**config.mk**
```make
export PLATFORM = sky130hd
export DESIGN_NAME = sdspi_req_arbiter
export DESIGN_NICKNAME = d
export VERILOG_FILES = /design/src/rtl/sdspi_req_arbiter.sv
export SDC_FILE = /design/constraint.sdc
export NUM_CORES = 1
export LEC_CHECK = 0
export ABC_CLOCK_PERIOD_IN_PS = 2400
export BUFFER_PORTS_ARGS = -buffer_cell sky130_fd_sc_hd__buf_2
export CAP_MARGIN = 25
export CORE_UTILIZATION = 44
export DETAILED_ROUTE_END_ITERATION = 10
export PLACE_DENSITY = 0.87
export SETUP_SLACK_MARGIN = 0.5
export SKIP_CTS_REPAIR_TIMING = 1
export SYNTH_ARGS = -nofsm -noshare
export SYNTH_HDL_FRONTEND = slang
export SYNTH_SLANG_ARGS = --single-unit
export TNS_END_PERCENT = 50
```
**constraint.sdc**
```tcl
create_clock -name clk -period 2.4 [get_ports clk]
set_input_delay 0.12 -clock clk [delete_from_list [all_inputs] [get_ports clk]]
set_output_delay 0.12 -clock clk [all_outputs]
set_load 0.01 [all_outputs]
```
**src/rtl/sdspi_req_arbiter.sv**
```systemverilog
// Round-robin arbiter sharing one sdspihost command port between N_REQ requesters.
// Optional busy watchdog enabled by defining SDSPI_ARB_TIMEOUT_EN.
module sdspi_req_arbiter #(
  parameter int N_REQ          = 2,
  parameter int ADDR_W         = 32,
  parameter int TIMEOUT_CYCLES = 1048576
) (
  input  logic                    clk,
  input  logic                    rst,
  input  logic [N_REQ-1:0]        req,
  output logic [N_REQ-1:0]        gnt,
  input  logic [5*N_REQ-1:0]      req_cmd,
  input  logic [ADDR_W*N_REQ-1:0] req_addr,
  input  logic [8*N_REQ-1:0]      req_data_in,
  output logic [N_REQ-1:0]        req_busy,
  output logic [2:0]              owner,
  input  logic                    spi_busy,
  output logic                    spi_r_block,
  output logic                    spi_r_multi_block,
  output logic                    spi_r_byte,
  output logic                    spi_w_block,
  output logic                    spi_w_byte,
  output logic [ADDR_W-1:0]       spi_block_addr,
  output logic [7:0]              spi_data_in,
  output logic                    spi_rst,
  output logic                    timeout
);

  typedef enum logic [1:0] {S_IDLE, S_OWN, S_DRAIN} state_t;

  if (N_REQ < 2 || N_REQ > 8 || TIMEOUT_CYCLES < 1) begin : g_bad_cfg
    $error("sdspi_req_arbiter: N_REQ must be 2..8 and TIMEOUT_CYCLES >= 1");
  end

  state_t            state_q, state_d;
  logic [N_REQ-1:0]  gnt_q, gnt_d;
  logic [2:0]        owner_q, owner_d;
  logic [2:0]        ptr_q, ptr_d;
  logic [4:0]        cmd_q, cmd_d;
  logic [ADDR_W-1:0] addr_q, addr_d;
  logic [7:0]        din_q, din_d;
  logic              rst_dly_q;
  logic              to_fire;

  logic [7:0]        req_ext;
  logic [2:0]        pick;
  logic              pick_vld;
  logic [4:0]        sel_cmd;
  logic [ADDR_W-1:0] sel_addr;
  logic [7:0]        sel_din;

  // Widen req to 8 bits so it can be indexed by the 3-bit owner/pick values.
  always_comb begin
    req_ext = '0;
    req_ext[N_REQ-1:0] = req;
  end

  // First requester after the pointer, with wrap-around.
  always_comb begin
    logic [3:0] idx;
    idx      = '0;
    pick     = ptr_q;
    pick_vld = 1'b0;
    for (int k = 1; k <= N_REQ; k++) begin
      idx = {1'b0, ptr_q} + 4'(k);
      if (idx >= 4'(N_REQ)) idx = idx - 4'(N_REQ);
      if (!pick_vld && req_ext[idx[2:0]]) begin
        pick     = idx[2:0];
        pick_vld = 1'b1;
      end
    end
  end

  always_comb begin
    sel_cmd  = '0;
    sel_addr = '0;
    sel_din  = '0;
    for (int i = 0; i < N_REQ; i++) begin
      if (owner_q == 3'(i)) begin
        sel_cmd  = req_cmd[5*i +: 5];
        sel_addr = req_addr[ADDR_W*i +: ADDR_W];
        sel_din  = req_data_in[8*i +: 8];
      end
    end
  end

  always_comb begin
    state_d = state_q;
    gnt_d   = gnt_q;
    owner_d = owner_q;
    ptr_d   = ptr_q;
    cmd_d   = '0;
    addr_d  = addr_q;
    din_d   = din_q;
    case (state_q)
      S_IDLE: begin
        if (pick_vld) begin
          gnt_d   = N_REQ'(8'b1 << pick);
          owner_d = pick;
          state_d = S_OWN;
        end
      end
      S_OWN: begin
        if (!req_ext[owner_q]) begin
          gnt_d   = '0;
          ptr_d   = owner_q;
          state_d = spi_busy ? S_DRAIN : S_IDLE;
        end else begin
          cmd_d  = sel_cmd;
          addr_d = sel_addr;
          din_d  = sel_din;
        end
      end
      S_DRAIN: begin
        if (!spi_busy) state_d = S_IDLE;
      end
      default: state_d = S_IDLE;
    endcase
    // Watchdog abort: host gets reset, ownership is revoked and rotation moves on.
    if (to_fire) begin
      state_d = S_IDLE;
      gnt_d   = '0;
      cmd_d   = '0;
      ptr_d   = owner_q;
    end
  end

  always_ff @(posedge clk) begin
    rst_dly_q <= rst;
    if (rst) begin
      state_q <= S_IDLE;
      gnt_q   <= '0;
      owner_q <= '0;
      ptr_q   <= 3'(N_REQ - 1);
      cmd_q   <= '0;
      addr_q  <= '0;
      din_q   <= '0;
    end else begin
      state_q <= state_d;
      gnt_q   <= gnt_d;
      owner_q <= owner_d;
      ptr_q   <= ptr_d;
      cmd_q   <= cmd_d;
      addr_q  <= addr_d;
      din_q   <= din_d;
    end
  end

`ifdef SDSPI_ARB_TIMEOUT_EN
  localparam int CNT_W = $clog2(TIMEOUT_CYCLES + 1);

  logic [CNT_W-1:0] to_cnt_q, to_cnt_d;
  logic [1:0]       to_pulse_q, to_pulse_d;
  logic             timeout_q, timeout_d;

  // Counts consecutive busy cycles while someone holds or drains the host.
  always_comb begin
    to_cnt_d   = '0;
    to_fire    = 1'b0;
    to_pulse_d = (to_pulse_q != 2'd0) ? to_pulse_q - 2'd1 : 2'd0;
    timeout_d  = timeout_q;
    if ((state_q != S_IDLE) && spi_busy) begin
      if (to_cnt_q == CNT_W'(TIMEOUT_CYCLES - 1)) begin
        to_fire    = 1'b1;
        to_pulse_d = 2'd2;
        timeout_d  = 1'b1;
      end else begin
        to_cnt_d = to_cnt_q + 1'b1;
      end
    end
  end

  always_ff @(posedge clk) begin
    if (rst) begin
      to_cnt_q   <= '0;
      to_pulse_q <= '0;
      timeout_q  <= 1'b0;
    end else begin
      to_cnt_q   <= to_cnt_d;
      to_pulse_q <= to_pulse_d;
      timeout_q  <= timeout_d;
    end
  end

  assign timeout = timeout_q;
  assign spi_rst = rst | rst_dly_q | (to_pulse_q != 2'd0);
`else
  assign to_fire = 1'b0;
  assign timeout = 1'b0;
  assign spi_rst = rst | rst_dly_q;
`endif

  assign gnt      = gnt_q;
  assign owner    = owner_q;
  assign req_busy = ~gnt_q | {N_REQ{spi_busy}};
  assign {spi_w_byte, spi_w_block, spi_r_byte, spi_r_multi_block, spi_r_block} = cmd_q;
  assign spi_block_addr = addr_q;
  assign spi_data_in    = din_q;

endmodule

```
# --- Word level (Yosys, flattened, before mapping) ---
# Index checks and enable logic that the tools add are counted.
totals:
  output_inout_bits: 54
  regBits: 56
op_classes:
  order_cmp: 5
  reduce_logical: 11
  add_sub_neg: 4
  mux: 26
  shift: 1
  eq_ne: 6
  bitwise_logic: 5
ops:
  columns: ["op", "n"]
  rows:
  - ["2-to-1 mux 32 bit", 2]
  - ["2-to-1 mux 8 bit", 2]
  - ["less-than comparator 3 x 4 -> 1 bit, second input constant", 3]
  - ["2-to-1 mux 2 bit", 6]
  - ["2-to-1 mux 3 bit", 4]
  - ["2-to-1 mux 5 bit", 2]
  - ["binary-select mux 1 bit (select 3 bit)", 3]
  - [">= comparator 4 x 2 -> 1 bit, second input constant", 2]
  - ["!= test 2 bit, second input constant", 3]
  - ["one-hot mux 2 bit (3 select lines)", 1]
  - ["AND reduction 2 bit", 3]
  - ["AND reduction 3 bit", 2]
  - ["subtractor 3 x 2 -> 3 bit, second input constant", 2]
  - ["2-to-1 mux 1 bit", 5]
  - ["adder 3 x 1 -> 4 bit, second input constant", 1]
  - ["adder 3 x 2 -> 4 bit, second input constant", 1]
  - ["one-hot mux 2 bit (2 select lines)", 1]
  - ["equality test 3 x 1 -> 1 bit, second input constant", 1]
  - ["zero test 3 bit", 1]
  - ["OR reduction 3 bit", 1]
  - ["left shift 1 x 3 -> 2 bit, first input constant", 1]
  - ["equality test 2 x 1 -> 1 bit, second input constant", 1]
  - ["equality test 2 bit, second input constant", 1]
  - ["zero test 2 bit", 1]
  - ["other kinds (7)", 8]

# --- Logic depth before layout (Yosys ltp) ---
# Gate-level depths: netlist of run 1.
logic_depth:
  depth_word: 12
  depth_mapped: 8

# --- Worst setup path before layout of run 1 ---
# OpenSTA, ideal clock, no wires.
synth_path:
  kind: "register to register"
  from: "reg owner_q[0], in the netlist owner[0]"
  to: "reg addr_q[26], in the netlist spi_block_addr[26]"
  period_less_slack_ns: 1.863
  arrival_time_ns: 1.731
  t_required_ns: 2.268
  slack_ns: 0.537
  setup_time_ns: 0.132
  stages_incl_launch_ff: 8
  cell_sequence: "dfxtp_1 > mux2i_1 > or3_1 > or3b_1 > buf_2 > buf_6 > a221oi_2 > nor3_1"
synth_via:
  elab_chain_len: 3
  elab_cells_between_ends: 7
  classes_between: "1 x eq/ne; 4 x mux; 2 x reduce/logical"
synth_lines:
  columns: ["item", "line_no", "source"]
  rows:
  - ["start, declared", "37", "logic [2:0] owner_q, owner_d;"]
  - ["start signal, assigned", "141", "owner_q <= owner_d;"]
  - ["binary-select mux 1 bit (select 3 bit) / zero test 3 bit (equally long branches)", "104, 79", null]
  - ["2-to-1 mux 1 bit (implied by the code) / 2-to-1 mux 32 bit (equally long branches)", "104, 79", null]
  - ["AND reduction 2 bit (no source line) / 2-to-1 mux 32 bit (equally long branches)", null, null]
  - ["end signal, assigned", "144", "addr_q <= addr_d;"]
  - ["end, declared", "40", "logic [ADDR_W-1:0] addr_q, addr_d;"]
# Several ways; a longest one is shown, not always the timed one. The select of a mux whose other input is x is not followed.
# A chain may end at the register's enable or synchronous reset.

# --- Worst setup path after layout of run 1 ---
layout_path:
  from: "reg owner_q[0], in the netlist owner[0]"
  to: "reg addr_q[3], in the netlist spi_block_addr[3]"
# The elaborated chain is that of the path after synthesis.

==> qor.json, run 1 <==
{
  "outcome": {"value": "finished clean"},
  "cellPowerDensity": {"value": 757, "unit": "nW/um^2"},
  "detail_route.first_pass.iterations": {"value": 4},
  "synth.top_cell.area_share": {"value": 0.424},
  "critical_path_required": {"value": 2.56, "unit": "ns"},
  "tightestPinTransition": {"value": 0.737, "unit": "ns"},
  "yosys_warnings": {"value": 0},
  "peak_supply_drop": {"value": 0.371, "unit": "mV"},
  "synth.cell_area": {"value": 2650, "unit": "um^2"},
  "ranking_of_synthesized_cells_by_area": {"value": "dfxtp_1 42%, a221oi_2 19%, nor3_1 8.7%, nor2_1 6.0%, ha_1 2.8%"},
  "timing_max_transition_violations_final": {"value": 0},
  "sequential_cell_area": {"value": 1130, "unit": "um^2"},
  "hp-class": {"value": "in2reg"},
  "detail_route.wirelength": {"value": 7.21, "unit": "mm"},
  "syn-mean-instance-area": {"value": 9.87, "unit": "um^2"},
  "dieArea": {"value": 6330, "unit": "um^2"},
  "cts-root-buf": {"value": "clkbuf_8"},
  "setup.worst_path.start": {"value": "owner[0]"},
  "maximum_number_of_pins_on_one_net_before_global_route_repair": {"value": 47},
  "path_clk_slew": {"value": 0.09, "unit": "ns"},
  "io_buffer_count": {"value": 147},
  "worst-r2r-setup-slack": {"value": 0.50, "unit": "ns"},
  "pwr-share-seq": {"value": 0.416},
  "clock_skew": {"value": 0.00676, "unit": "ns"},
  "layout_worst_path_cycle_share": {"value": 0.792},
  "antenna-diode-count": {"value": 0},
  "cts_max_level": {"value": 2},
  "maxClockFrequency": {"value": 526, "unit": "MHz"},
  "cpMaxStageDelayCell": {"value": "or3b_4"},
  "average_vias_per_placed_instance": {"value": 5.44},
  "share_of_the_synthesized_area_in_compound_gates_ao_oa_aoi_oai": {"value": 0.260},
  "synth_edf_count": {"value": 0},
  "layout.filler_cells": {"value": 473},
  "grt_overflow_total": {"value": 0},
  "track_usage": {"value": 0.221},
  "avg_wl_per_cell": {"value": 15.0, "unit": "um"},
  "p_leak": {"value": 1.69, "unit": "nW"},
  "setup.worst_path.start_class": {"value": "flip-flop"},
  "cts_inserted_buffers": {"value": 5},
  "core_area": {"value": 5640, "unit": "um^2"},
  "antenna_found_initial": {"value": 0},
  "ys_types": {"value": 34},
  "switching_component_of_the_power": {"value": 1.01, "unit": "mW"},
  "number_of_top_level_pins": {"value": 149},
  "cts_max_path_buffers": {"value": 2},
  "seq_cells_post_synth": {"value": 56},
  "synth-adder-area-share": {"value": 0.0284},
  "timing.max_slew.rel_slack": {"value": 0.509},
  "synthFlopType": {"value": "dfxtp_1"},
  "final_standard_cell_utilization_of_the_core": {"value": 0.647},
  "max_cap_viol_count": {"value": 0},
  "fp.dieW": {"value": 79.6, "unit": "um"},
  "post-place-ws": {"value": 0.302, "unit": "ns"},
  "worst_skew_pair.late_latency": {"value": 0.30, "unit": "ns"},
  "route.vias.total": {"value": 2609},
  "synth_simple_gate_area_share": {"value": 0.202},
  "muxShareOfSynthArea": {"value": 0.0189},
  "globalplace.congestion": {"value": 0.810},
  "critPathCaptureType": {"value": "flip-flop"},
  "multi_input_area": {"value": 1480, "unit": "um^2"},
  "floorplan.initialDensity": {"value": 0.469},
  "rows": {"value": 27},
  "setup_tns": {"value": 0, "unit": "ns"},
  "crit_path_time_final": {"value": 1.90, "unit": "ns"},
  "min_from": {"value": "spi_busy"},
  "placed_wire_length_estimate": {"value": 5.05, "unit": "mm"},
  "cts_tree": {"value": "done"},
  "area.growth.synth_to_final": {"value": 38.0, "unit": "%"},
  "data_arrival_time_of_the_worst_path": {"value": 2.06, "unit": "ns"},
  "yosys.area_share.xor_xnor": {"value": 0.00662},
  "rsz0062_at_grt": {"value": "yes"},
  "cts.sink_count": {"value": 56},
  "postSynthCellCount": {"value": 268},
  "yosysSeqAreaShare": {"value": 0.424},
  "fin_nets": {"value": 508},
  "worst-path-max-fanout": {"value": 23},
  "postSynth.asyncResetShare": {"value": 0},
  "layout_setup_ws": {"value": 0.499, "unit": "ns"},
  "drcViolationCount": {"value": 0},
  "worstReg2RegStart": {"value": "owner[0]"},
  "drt.antenna.violating_nets": {"value": 0},
  "finalSetupViolations": {"value": 0},
  "clock_power_share": {"value": 0.190},
  "timing.critical_path.slowest_cell_delay": {"value": 0.42, "unit": "ns"},
  "drive_above_1_share": {"value": 0.544},
  "critPathKind": {"value": "reg2reg"},
  "drtIter0Drc": {"value": 94},
  "power_report.internal_total": {"value": 1.75, "unit": "mW"},
  "crit_chain": {"value": "mux2i_1 > or3_4 > or3b_4 > buf_12 > a221oi_2 > nor3_1"},
  "grt_first_pass_wirelength": {"value": 11.0, "unit": "mm"},
  "mappedNetlistNets": {"value": 369},
  "grt_pass1_vias": {"value": 2490},
  "synth_top_cell_by_area": {"value": "dfxtp_1"},
  "switching_share": {"value": 0.366},
  "power_frac_comb": {"value": 0.394},
  "synth_top_family_by_area": {"value": "compound AO/OA/AOI/OAI gates"},
  "die_height": {"value": 79.6, "unit": "um"},
  "hold_viol_final": {"value": 0}
}
cells in the mapped netlist (all sizes together) (2+ instances only):
library cell  number
dfxtp             56
nor3              46
nor2              42
a221oi            40
buf               13
clkbuf            12
ha                 6
a22oi              5
inv                5
mux2i              5
nand3              5
a21oi              3
and3               3
nand2b             3
nor3b              3
or2                3
or3                3
o21ai              2
xnor2              2
per-stage QoR:
| step | total power [mW] | hold WS, ns | area (um^2) | cells |
|---|---|---|---|---|
| after CTS | 2.71 | 0.0516 | 3510 | 477 |
| after floorplan | 1.84 | 0.148 | 2650 | 268 |
| after global placement | 2.14 | 0.379 | 3420 | 469 |
| final | 2.76 | 0.0579 | 3650 | 480 |
| after global routing | 2.94 | 0.0484 | 3650 | 480 |
| after detailed placement | 2.19 | 0.378 | 3420 | 469 |
flip-flops by register name (all words and copies together), names as in the netlist:
name / flops
spi_block_addr: 32
spi_data_in: 8
cmd_q: 5
owner: 3
ptr_q: 3
gnt: 2
state_q: 2
rst_dly_q: 1
final cells by class:
cell class,instances,area share
well taps,72,0.0247
inverters,5,0.00582
flip-flops and latches,56,0.309
multi-input cells,182,0.405
repair buffers,157,0.230
clock buffers,8,0.0247
final timing paths:
check	depth (start not counted)	to
hold / removal	2	state_q[1]
setup reg to reg	6	spi_block_addr[3]
hold reg to reg	2	spi_block_addr[30]
setup / recovery	6	spi_block_addr[3]
worst max-delay path: cells and delay by family, from the launching register on:
kind                   cells  cell delay, ns
multiplexers               1            0.13
AO/OA/AOI/OAI              1            0.20
buffers and inverters      1            0.19
AND/OR/NAND/NOR            3            0.85
flip-flops                 1            0.38
placed cells by master (no fill, tap or decap), types with 3 or more instances in the layout:
master / count
a221oi_2: 39
nor2_1: 42
nand2b_1: 3
a22oi_1: 5
buf_2: 147
dfxtp_1: 53
and3_1: 3
nor3_1: 45
clkbuf_8: 6
mux2i_1: 5
a21oi_1: 3
inv_1: 4
ha_1: 4
buf_4: 8
nand3_1: 5
or2_2: 3
cells by family (layout without fill, tap and decap cells):
| family | Yosys count | count (layout) |
|---|---|---|
| AND/OR/NAND/NOR | 111 | 111 |
| AO/OA/AOI/OAI | 57 | 57 |
| flip-flops | 56 | 56 |
| buffers and inverters | 30 | 170 |
| adder cells (fa/ha/maj) | 6 | 6 |
| multiplexers | 5 | 5 |
| XOR/XNOR | 2 | 2 |
| other | 1 | 1 |
routing by layer:
layer / GRT usage / vias to the layer above / part of all wire
li1: - / 1279 / -
met1: 0.223 / 1208 / 0.39
met2: 0.434 / 109 / 0.53
met3: 0.0583 / 13 / 0.064
met4: 0.0673 / 0 / 0.016
met5: 0 / - / 0
power by group through the flow:
stage	Combinational, mW	Clock (mW)	Sequential, mW
after global placement	0.984	0	1.16
final	1.09	0.524	1.15
after detailed placement	1.02	0	1.17
after floorplan	0.623	0	1.22
after CTS	1.02	0.538	1.15
after global routing	1.20	0.573	1.17
Note: power is estimated with default switching activity, not from simulation.
==> run 2: changes to the inputs <==
- ABC_CLOCK_PERIOD_IN_PS: 2400 -> 2000
- clock period: 2.4 -> 2 ns (I/O delays scaled with it)
==> qor.json, run 2 (synthesis results as in run 1) <==
{
  "rsz0062_at_grt": {"value": "yes", "change": "unchanged"},
  "area.growth.synth_to_final": {"value": 44.9, "unit": "%", "change": "was 38.0%"},
  "largest_reg_flops": {"value": 32, "change": "unchanged"},
  "timing_max_transition_violations_final": {"value": 0, "change": "unchanged"},
  "rr_worst_depth": {"value": 6, "change": "unchanged"},
  "globalplace.congestion": {"value": 0.796, "change": "was 0.810"},
  "drt.antenna.violating_nets": {"value": 0, "change": "unchanged"},
  "timing.critical_path.slowest_cell_delay": {"value": 0.44, "unit": "ns", "change": "was 0.42 ns"},
  "track_usage": {"value": 0.225, "change": "was 0.221"},
  "placed_wire_length_estimate": {"value": 5.19, "unit": "mm", "change": "was 5.05 mm"},
  "antenna_found_initial": {"value": 0, "change": "unchanged"},
  "cellPowerDensity": {"value": 897, "unit": "nW/um^2", "change": "was 757 nW/um^2"},
  "finalSetupViolations": {"value": 0, "change": "unchanged"},
  "worst-r2r-setup-slack": {"value": 0.17, "unit": "ns", "change": "was 0.50 ns"},
  "cpMaxStageDelayCell": {"value": "or3b_4", "change": "unchanged"},
  "final_common_cell": {"value": "buf_2", "change": "unchanged"},
  "path_clk_slew": {"value": 0.10, "unit": "ns", "change": "was 0.09 ns"},
  "clock_skew": {"value": 0.0140, "unit": "ns", "change": "was 0.00676 ns"},
  "tightestPinTransition": {"value": 0.640, "unit": "ns", "change": "was 0.737 ns"},
  "cts.sink_count": {"value": 56, "change": "unchanged"},
  "antenna-diode-count": {"value": 0, "change": "unchanged"},
  "setup_tns": {"value": 0, "unit": "ns", "change": "unchanged"},
  "finalPower": {"value": 3.44, "unit": "mW", "change": "was 2.76 mW"},
  "data_arrival_time_of_the_worst_path": {"value": 2.00, "unit": "ns", "change": "was 2.06 ns"},
  "worstReg2RegStart": {"value": "owner[0]", "change": "unchanged"},
  "maximum_number_of_pins_on_one_net_before_global_route_repair": {"value": 46, "change": "was 47"},
  "fp.dieW": {"value": 79.6, "unit": "um", "change": "unchanged"},
  "detail_route.first_pass.iterations": {"value": 4, "change": "unchanged"},
  "core_area": {"value": 5640, "unit": "um^2", "change": "unchanged"},
  "grt_overflow_total": {"value": 0, "change": "unchanged"},
  "hp-class": {"value": "in2reg", "change": "unchanged"},
  "cts_max_path_buffers": {"value": 2, "change": "unchanged"},
  "worst_skew_pair.late_latency": {"value": 0.31, "unit": "ns", "change": "was 0.30 ns"},
  "max_cap_viol_count": {"value": 0, "change": "unchanged"},
  "grt_first_pass_wirelength": {"value": 11.1, "unit": "mm", "change": "was 11.0 mm"},
  "cts_tree": {"value": "done", "change": "unchanged"},
  "drcViolationCount": {"value": 0, "change": "unchanged"},
  "post-place-cells": {"value": 474, "change": "was 469"},
  "rows": {"value": 27, "change": "unchanged"},
  "finished_layout_cell_area": {"value": 3830, "unit": "um^2", "change": "was 3650 um^2"},
  "final_cell_count_no_fill": {"value": 487, "change": "was 480"},
  "drtIter0Drc": {"value": 118, "change": "was 94"},
  "avg_wl_per_cell": {"value": 16.0, "unit": "um", "change": "was 15.0 um"},
  "setup.worst_path.start_class": {"value": "flip-flop", "change": "unchanged"},
  "detail_route.wirelength": {"value": 7.80, "unit": "mm", "change": "was 7.21 mm"},
  "critPathKind": {"value": "reg2reg", "change": "unchanged"},
  "die_height": {"value": 79.6, "unit": "um", "change": "unchanged"},
  "outcome": {"value": "finished clean", "change": "unchanged"},
  "critPathCaptureType": {"value": "flip-flop", "change": "unchanged"},
  "worst-path-max-fanout": {"value": 12, "change": "was 23"},
  "timing.max_slew.rel_slack": {"value": 0.573, "change": "was 0.509"},
  "floorplan.initialDensity": {"value": 0.469, "change": "unchanged"},
  "drive_above_1_share": {"value": 0.569, "change": "was 0.544"},
  "postPlaceCellArea": {"value": 3490, "unit": "um^2", "change": "was 3420 um^2"},
  "p_leak": {"value": 1.76, "unit": "nW", "change": "was 1.69 nW"},
  "holdPathStages": {"value": 2, "change": "unchanged"},
  "crit_path_time_final": {"value": 1.83, "unit": "ns", "change": "was 1.90 ns"},
  "min_from": {"value": "spi_busy", "change": "unchanged"},
  "maxClockFrequency": {"value": 545, "unit": "MHz", "change": "was 526 MHz"},
  "grt_pass1_vias": {"value": 2419, "change": "was 2490"},
  "cts_inserted_buffers": {"value": 5, "change": "unchanged"},
  "crit_chain": {"value": "mux2i_1 > or3_1 > or3b_4 > buf_12 > a221oi_1 > nor3_1", "change": "was mux2i_1 > or3_4 > or3b_4 > buf_12 > a221oi_2 > nor3_1"},
  "cts_max_level": {"value": 2, "change": "unchanged"},
  "dieArea": {"value": 6330, "unit": "um^2", "change": "unchanged"},
  "most-common-layout-cells": {"value": "147 x buf_2, 52 x dfxtp_1, 45 x nor3_1", "change": "was 147 x buf_2, 53 x dfxtp_1, 45 x nor3_1"},
  "cts-root-buf": {"value": "clkbuf_8", "change": "unchanged"},
  "io_buffer_count": {"value": 147, "change": "unchanged"},
  "fin_nets": {"value": 515, "change": "was 508"},
  "average_vias_per_placed_instance": {"value": 5.59, "change": "was 5.44"},
  "regToRegEndpoint": {"value": "spi_data_in[0]", "change": "was spi_block_addr[3]"},
  "number_of_top_level_pins": {"value": 149, "change": "unchanged"},
  "route.vias.total": {"value": 2720, "change": "was 2609"},
  "layout_worst_path_cycle_share": {"value": 0.917, "change": "was 0.792"},
  "min_to": {"value": "state_q[1]", "change": "unchanged"},
  "peak_supply_drop": {"value": 0.570, "unit": "mV", "change": "was 0.371 mV"},
  "critical_path_required": {"value": 2.17, "unit": "ns", "change": "was 2.56 ns"},
  "hold_viol_final": {"value": 0, "change": "unchanged"}
}
run 2: changes by cell type in the layout (fill, tap and decap cells not counted), moves of 2 or more:
cell / before / now
a221oi_2: 39 / 37
clkbuf_1: 2 / 0
a221oi_4: 0 / 2
ha_1: 4 / 1
clkinvlp_4: 0 / 2
buf_6: 0 / 3
buf_12: 1 / 4
ha_4: 1 / 4
run 2: worst max-delay path by stage:
stage | startpoint | end | slack [ns] | cells after the start
floorplan | owner[0] | spi_block_addr[26] | 0.23 | 7
global placement | owner[0] | spi_data_in[5] | 0.14 | 6
detailed placement | owner[0] | spi_data_in[5] | 0.1 | 6
CTS | owner[0] | spi_data_in[1] | 0.08 | 6
global route | owner[0] | spi_data_in[1] | 0.12 | 7
finish | owner[0] | spi_data_in[0] | 0.17 | 6
run 2: layout make-up:
type,instances,area [um^2]
multi-input combinational,182,1550
inverter,5,23.8
fill,455,1810
tap,72,90.1
clock buffer,5,68.8
clock inverter,3,23.8
timing repair buffer,164,942
sequential,56,1130
run 2: critical path: cells and delay by family, from the launching register on:
| kind | cells | cell delay, ns |
|---|---|---|
| DFF | 1 | 0.34 |
| buffers and inverters | 1 | 0.18 |
| AOI/OAI and AO/OA | 1 | 0.23 |
| and+or+nand+nor | 3 | 0.85 |
| muxes | 1 | 0.11 |
run 2: metrics by stage:
stage | utilization | worst slack, ns | hold WS (ns)
6_report | 0.680 | 0.166 | 0.0554
5_1_grt | 0.680 | 0.120 | 0.0442
4_1_cts | 0.635 | 0.0782 | 0.0521
3_5_place_dp | 0.619 | 0.0958 | 0.378
3_3_place_gp | 0.619 | 0.138 | 0.366
2_1_floorplan | - | 0.231 | 0.128
run 2: report_power, final:
group / internal [mW] / switching [mW] / total (mW)
combinational: 0.612 / 0.827 / 1.44
sequential: 1.28 / 0.0891 / 1.37
clock: 0.249 / 0.380 / 0.629
run 2: routing by layer:
layer,GRT usage,part of all wire
met4,0.0655,0.014
met1,0.272,0.43
met3,0.0411,0.056
met2,0.401,0.50
met5,0,0
==> run 3: changes to the inputs <==
--- a/config.mk
+++ b/config.mk
@@ -10,5 +10,6 @@
 export CAP_MARGIN = 25
-export CORE_UTILIZATION = 44
+export CORE_UTILIZATION = 30
 export DETAILED_ROUTE_END_ITERATION = 10
-export PLACE_DENSITY = 0.87
+export GPL_TIMING_DRIVEN = 0
+export PLACE_DENSITY = 0.65
 export SETUP_SLACK_MARGIN = 0.5
--- a/constraint.sdc
+++ b/constraint.sdc
@@ -3,2 +3,2 @@
 set_output_delay 0.1 -clock clk [all_outputs]
-set_load 0.01 [all_outputs]
+set_load 0.1 [all_outputs]
==> qor.json, run 3 (synthesis results as in run 1) <==
{
  "sequential_cell_area": {"value": 1140, "unit": "um^2", "change": "was 1130 um^2"},
  "min_to": {"value": "state_q[1]", "change": "unchanged"},
  "critical_path_required": {"value": 2.17, "unit": "ns", "change": "about the same"},
  "cts_max_path_buffers": {"value": 2, "change": "unchanged"},
  "drive_above_1_share": {"value": 0.578, "change": "was 0.569"},
  "layout_worst_path_cycle_share": {"value": 0.973, "change": "was 0.917"},
  "floorplan.initialDensity": {"value": 0.316, "change": "was 0.469"},
  "detail_route.wirelength": {"value": 7.69, "unit": "mm", "change": "was 7.80 mm"},
  "cts_inserted_buffers": {"value": 5, "change": "unchanged"},
  "antenna-diode-count": {"value": 0, "change": "unchanged"},
  "clock_skew": {"value": 0.00293, "unit": "ns", "change": "was 0.0140 ns"},
  "worst_skew_pair.late_latency": {"value": 0.29, "unit": "ns", "change": "was 0.31 ns"},
  "grt_first_pass_wirelength": {"value": 11.1, "unit": "mm", "change": "about the same"},
  "avg_wl_per_cell": {"value": 14.3, "unit": "um", "change": "was 16.0 um"},
  "hp-class": {"value": "in2reg", "change": "unchanged"},
  "regToRegEndpoint": {"value": "spi_block_addr[8]", "change": "was spi_data_in[0]"},
  "holdPathStages": {"value": 2, "change": "unchanged"},
  "fp.dieW": {"value": 95.9, "unit": "um", "change": "was 79.6 um"},
  "cts-root-buf": {"value": "clkbuf_8", "change": "unchanged"},
  "route.vias.total": {"value": 2630, "change": "was 2720"},
  "setup.worst_path.start_class": {"value": "flip-flop", "change": "unchanged"},
  "worst-path-max-fanout": {"value": 10, "change": "was 12"},
  "hold_viol_final": {"value": 0, "change": "unchanged"},
  "critPathCaptureType": {"value": "flip-flop", "change": "unchanged"},
  "drtIter0Drc": {"value": 64, "change": "was 118"},
  "clock_power_share": {"value": 0.136, "change": "was 0.183"},
  "maxClockFrequency": {"value": 514, "unit": "MHz", "change": "was 545 MHz"},
  "die_height": {"value": 95.9, "unit": "um", "change": "was 79.6 um"},
  "average_vias_per_placed_instance": {"value": 4.88, "change": "was 5.59"},
  "io_buffer_count": {"value": 147, "change": "unchanged"},
  "peak_supply_drop": {"value": 0.461, "unit": "mV", "change": "was 0.570 mV"},
  "power_frac_comb": {"value": 0.564, "change": "was 0.419"},
  "cts.sink_count": {"value": 56, "change": "unchanged"},
  "path_clk_slew": {"value": 0.09, "unit": "ns", "change": "was 0.10 ns"},
  "placed_wire_length_estimate": {"value": 5.74, "unit": "mm", "change": "was 5.19 mm"},
  "most-common-layout-cells": {"value": "151 x buf_2, 49 x dfxtp_1, 43 x nor3_1", "change": "was 147 x buf_2, 52 x dfxtp_1, 45 x nor3_1"},
  "finalSetupViolations": {"value": 0, "change": "unchanged"},
  "data_arrival_time_of_the_worst_path": {"value": 2.12, "unit": "ns", "change": "was 2.00 ns"},
  "worstReg2RegStart": {"value": "owner[0]", "change": "unchanged"},
  "min_from": {"value": "spi_busy", "change": "unchanged"},
  "switching_share": {"value": 0.515, "change": "was 0.377"},
  "outcome": {"value": "finished clean", "change": "unchanged"},
  "rr_worst_depth": {"value": 7, "change": "was 6"},
  "core_area": {"value": 8380, "unit": "um^2", "change": "was 5640 um^2"},
  "grt_pass1_vias": {"value": 2403, "change": "was 2419"},
  "layout.filler_cells": {"value": 836, "change": "was 455"},
  "finished_layout_cell_area": {"value": 3990, "unit": "um^2", "change": "was 3830 um^2"},
  "drcViolationCount": {"value": 0, "change": "unchanged"},
  "detail_route.first_pass.iterations": {"value": 4, "change": "unchanged"},
  "cts_max_level": {"value": 2, "change": "unchanged"},
  "critPathKind": {"value": "reg2reg", "change": "unchanged"},
  "final_standard_cell_utilization_of_the_core": {"value": 0.476, "change": "was 0.680"},
  "tightestPinTransition": {"value": 0.565, "unit": "ns", "change": "was 0.640 ns"},
  "track_usage": {"value": 0.156, "change": "was 0.225"},
  "globalplace.congestion": {"value": 0.777, "change": "was 0.796"},
  "dieArea": {"value": 9200, "unit": "um^2", "change": "was 6330 um^2"},
  "rsz0062_at_grt": {"value": "yes", "change": "unchanged"},
  "p_leak": {"value": 1.80, "unit": "nW", "change": "was 1.76 nW"},
  "max_cap_viol_count": {"value": 0, "change": "unchanged"},
  "largest_reg_flops": {"value": 32, "change": "unchanged"},
  "antenna_found_initial": {"value": 0, "change": "unchanged"},
  "drt.antenna.violating_nets": {"value": 0, "change": "unchanged"},
  "fin_nets": {"value": 534, "change": "was 515"},
  "cellPowerDensity": {"value": 1140, "unit": "nW/um^2", "change": "was 897 nW/um^2"},
  "rows": {"value": 33, "change": "was 27"},
  "worst-r2r-setup-slack": {"value": 0.05, "unit": "ns", "change": "was 0.17 ns"},
  "postPlaceCellArea": {"value": 3530, "unit": "um^2", "change": "was 3490 um^2"},
  "number_of_top_level_pins": {"value": 149, "change": "unchanged"},
  "power_report.internal_total": {"value": 2.21, "unit": "mW", "change": "was 2.14 mW"},
  "pwr-share-seq": {"value": 0.300, "change": "was 0.398"},
  "crit_path_time_final": {"value": 1.95, "unit": "ns", "change": "was 1.83 ns"},
  "timing_max_transition_violations_final": {"value": 0, "change": "unchanged"},
  "cts_tree": {"value": "done", "change": "unchanged"},
  "grt_overflow_total": {"value": 0, "change": "unchanged"},
  "multi_input_area": {"value": 1590, "unit": "um^2", "change": "was 1550 um^2"},
  "switching_component_of_the_power": {"value": 2.35, "unit": "mW", "change": "was 1.30 mW"},
  "timing.max_slew.rel_slack": {"value": 0.623, "change": "was 0.573"},
  "final_common_cell": {"value": "buf_2", "change": "unchanged"},
  "finalPower": {"value": 4.56, "unit": "mW", "change": "was 3.44 mW"},
  "area.growth.synth_to_final": {"value": 50.7, "unit": "%", "change": "was 44.9%"},
  "maximum_number_of_pins_on_one_net_before_global_route_repair": {"value": 16, "change": "was 46"}
}
run 3: final cells by class:
cell class              count  share of cell area
repair buffers            158               0.207
clock buffers               8              0.0226
flip-flops and latches     56               0.285
well taps                 105              0.0329
plain buffers              25              0.0461
inverters                   5             0.00721
multi-input cells         182               0.399
run 3: power by group through the flow:
stage	combinational, mW	clock [mW]	sequential, mW
2_1_floorplan	0.805	0	2.49
3_3_place_gp	2.33	0	1.39
3_5_place_dp	2.37	0	1.40
4_1_cts	2.37	0.665	1.37
5_1_grt	2.72	0.692	1.39
6_report	2.57	0.621	1.37
run 3: through the flow:
step	hold slack, ns	instances	setup TNS, ns	worst slack (ns)
after floorplan	0.128	268	0	0.0293
after global placement	0.218	520	-8.33	-0.322
after detailed placement	0.226	521	-0.511	-0.119
after CTS	-0.0942	529	-0.679	-0.157
after global routing	0.0558	539	0	0.00395
final	0.0646	539	0	0.0535
run 3: how the worst max path moves through the flow:
stage / start / to / cells past startpoint
after floorplan: owner[0] / spi_block_addr[26] / 7
after global placement: owner[2] / cmd_q[2] / 4
after detailed placement: ptr_q[0] / gnt[1] / 8
after CTS: ptr_q[0] / gnt[1] / 8
after global routing: owner[0] / spi_block_addr[4] / 7
final: owner[0] / spi_block_addr[8] / 7
run 3: per-layer routing:
metal  wire length [um]  vias up  part of all wire  global-route usage
li1                   -     1336                 -                   -
met2               3890       86              0.51               0.273
met3                408        7             0.053              0.0379
met1               3340     1201              0.43               0.191
met4                 53        0            0.0069              0.0373
met5                  0        -                 0                   0
run 3: critical path, cell delays in order (launching register included):
cell,delay [ns]
dfxtp_4,0.37
mux2i_1,0.13
or3_4,0.35
or3b_4,0.40
buf_12,0.16
buf_8,0.15
a221oi_4,0.19
nor3_1,0.07
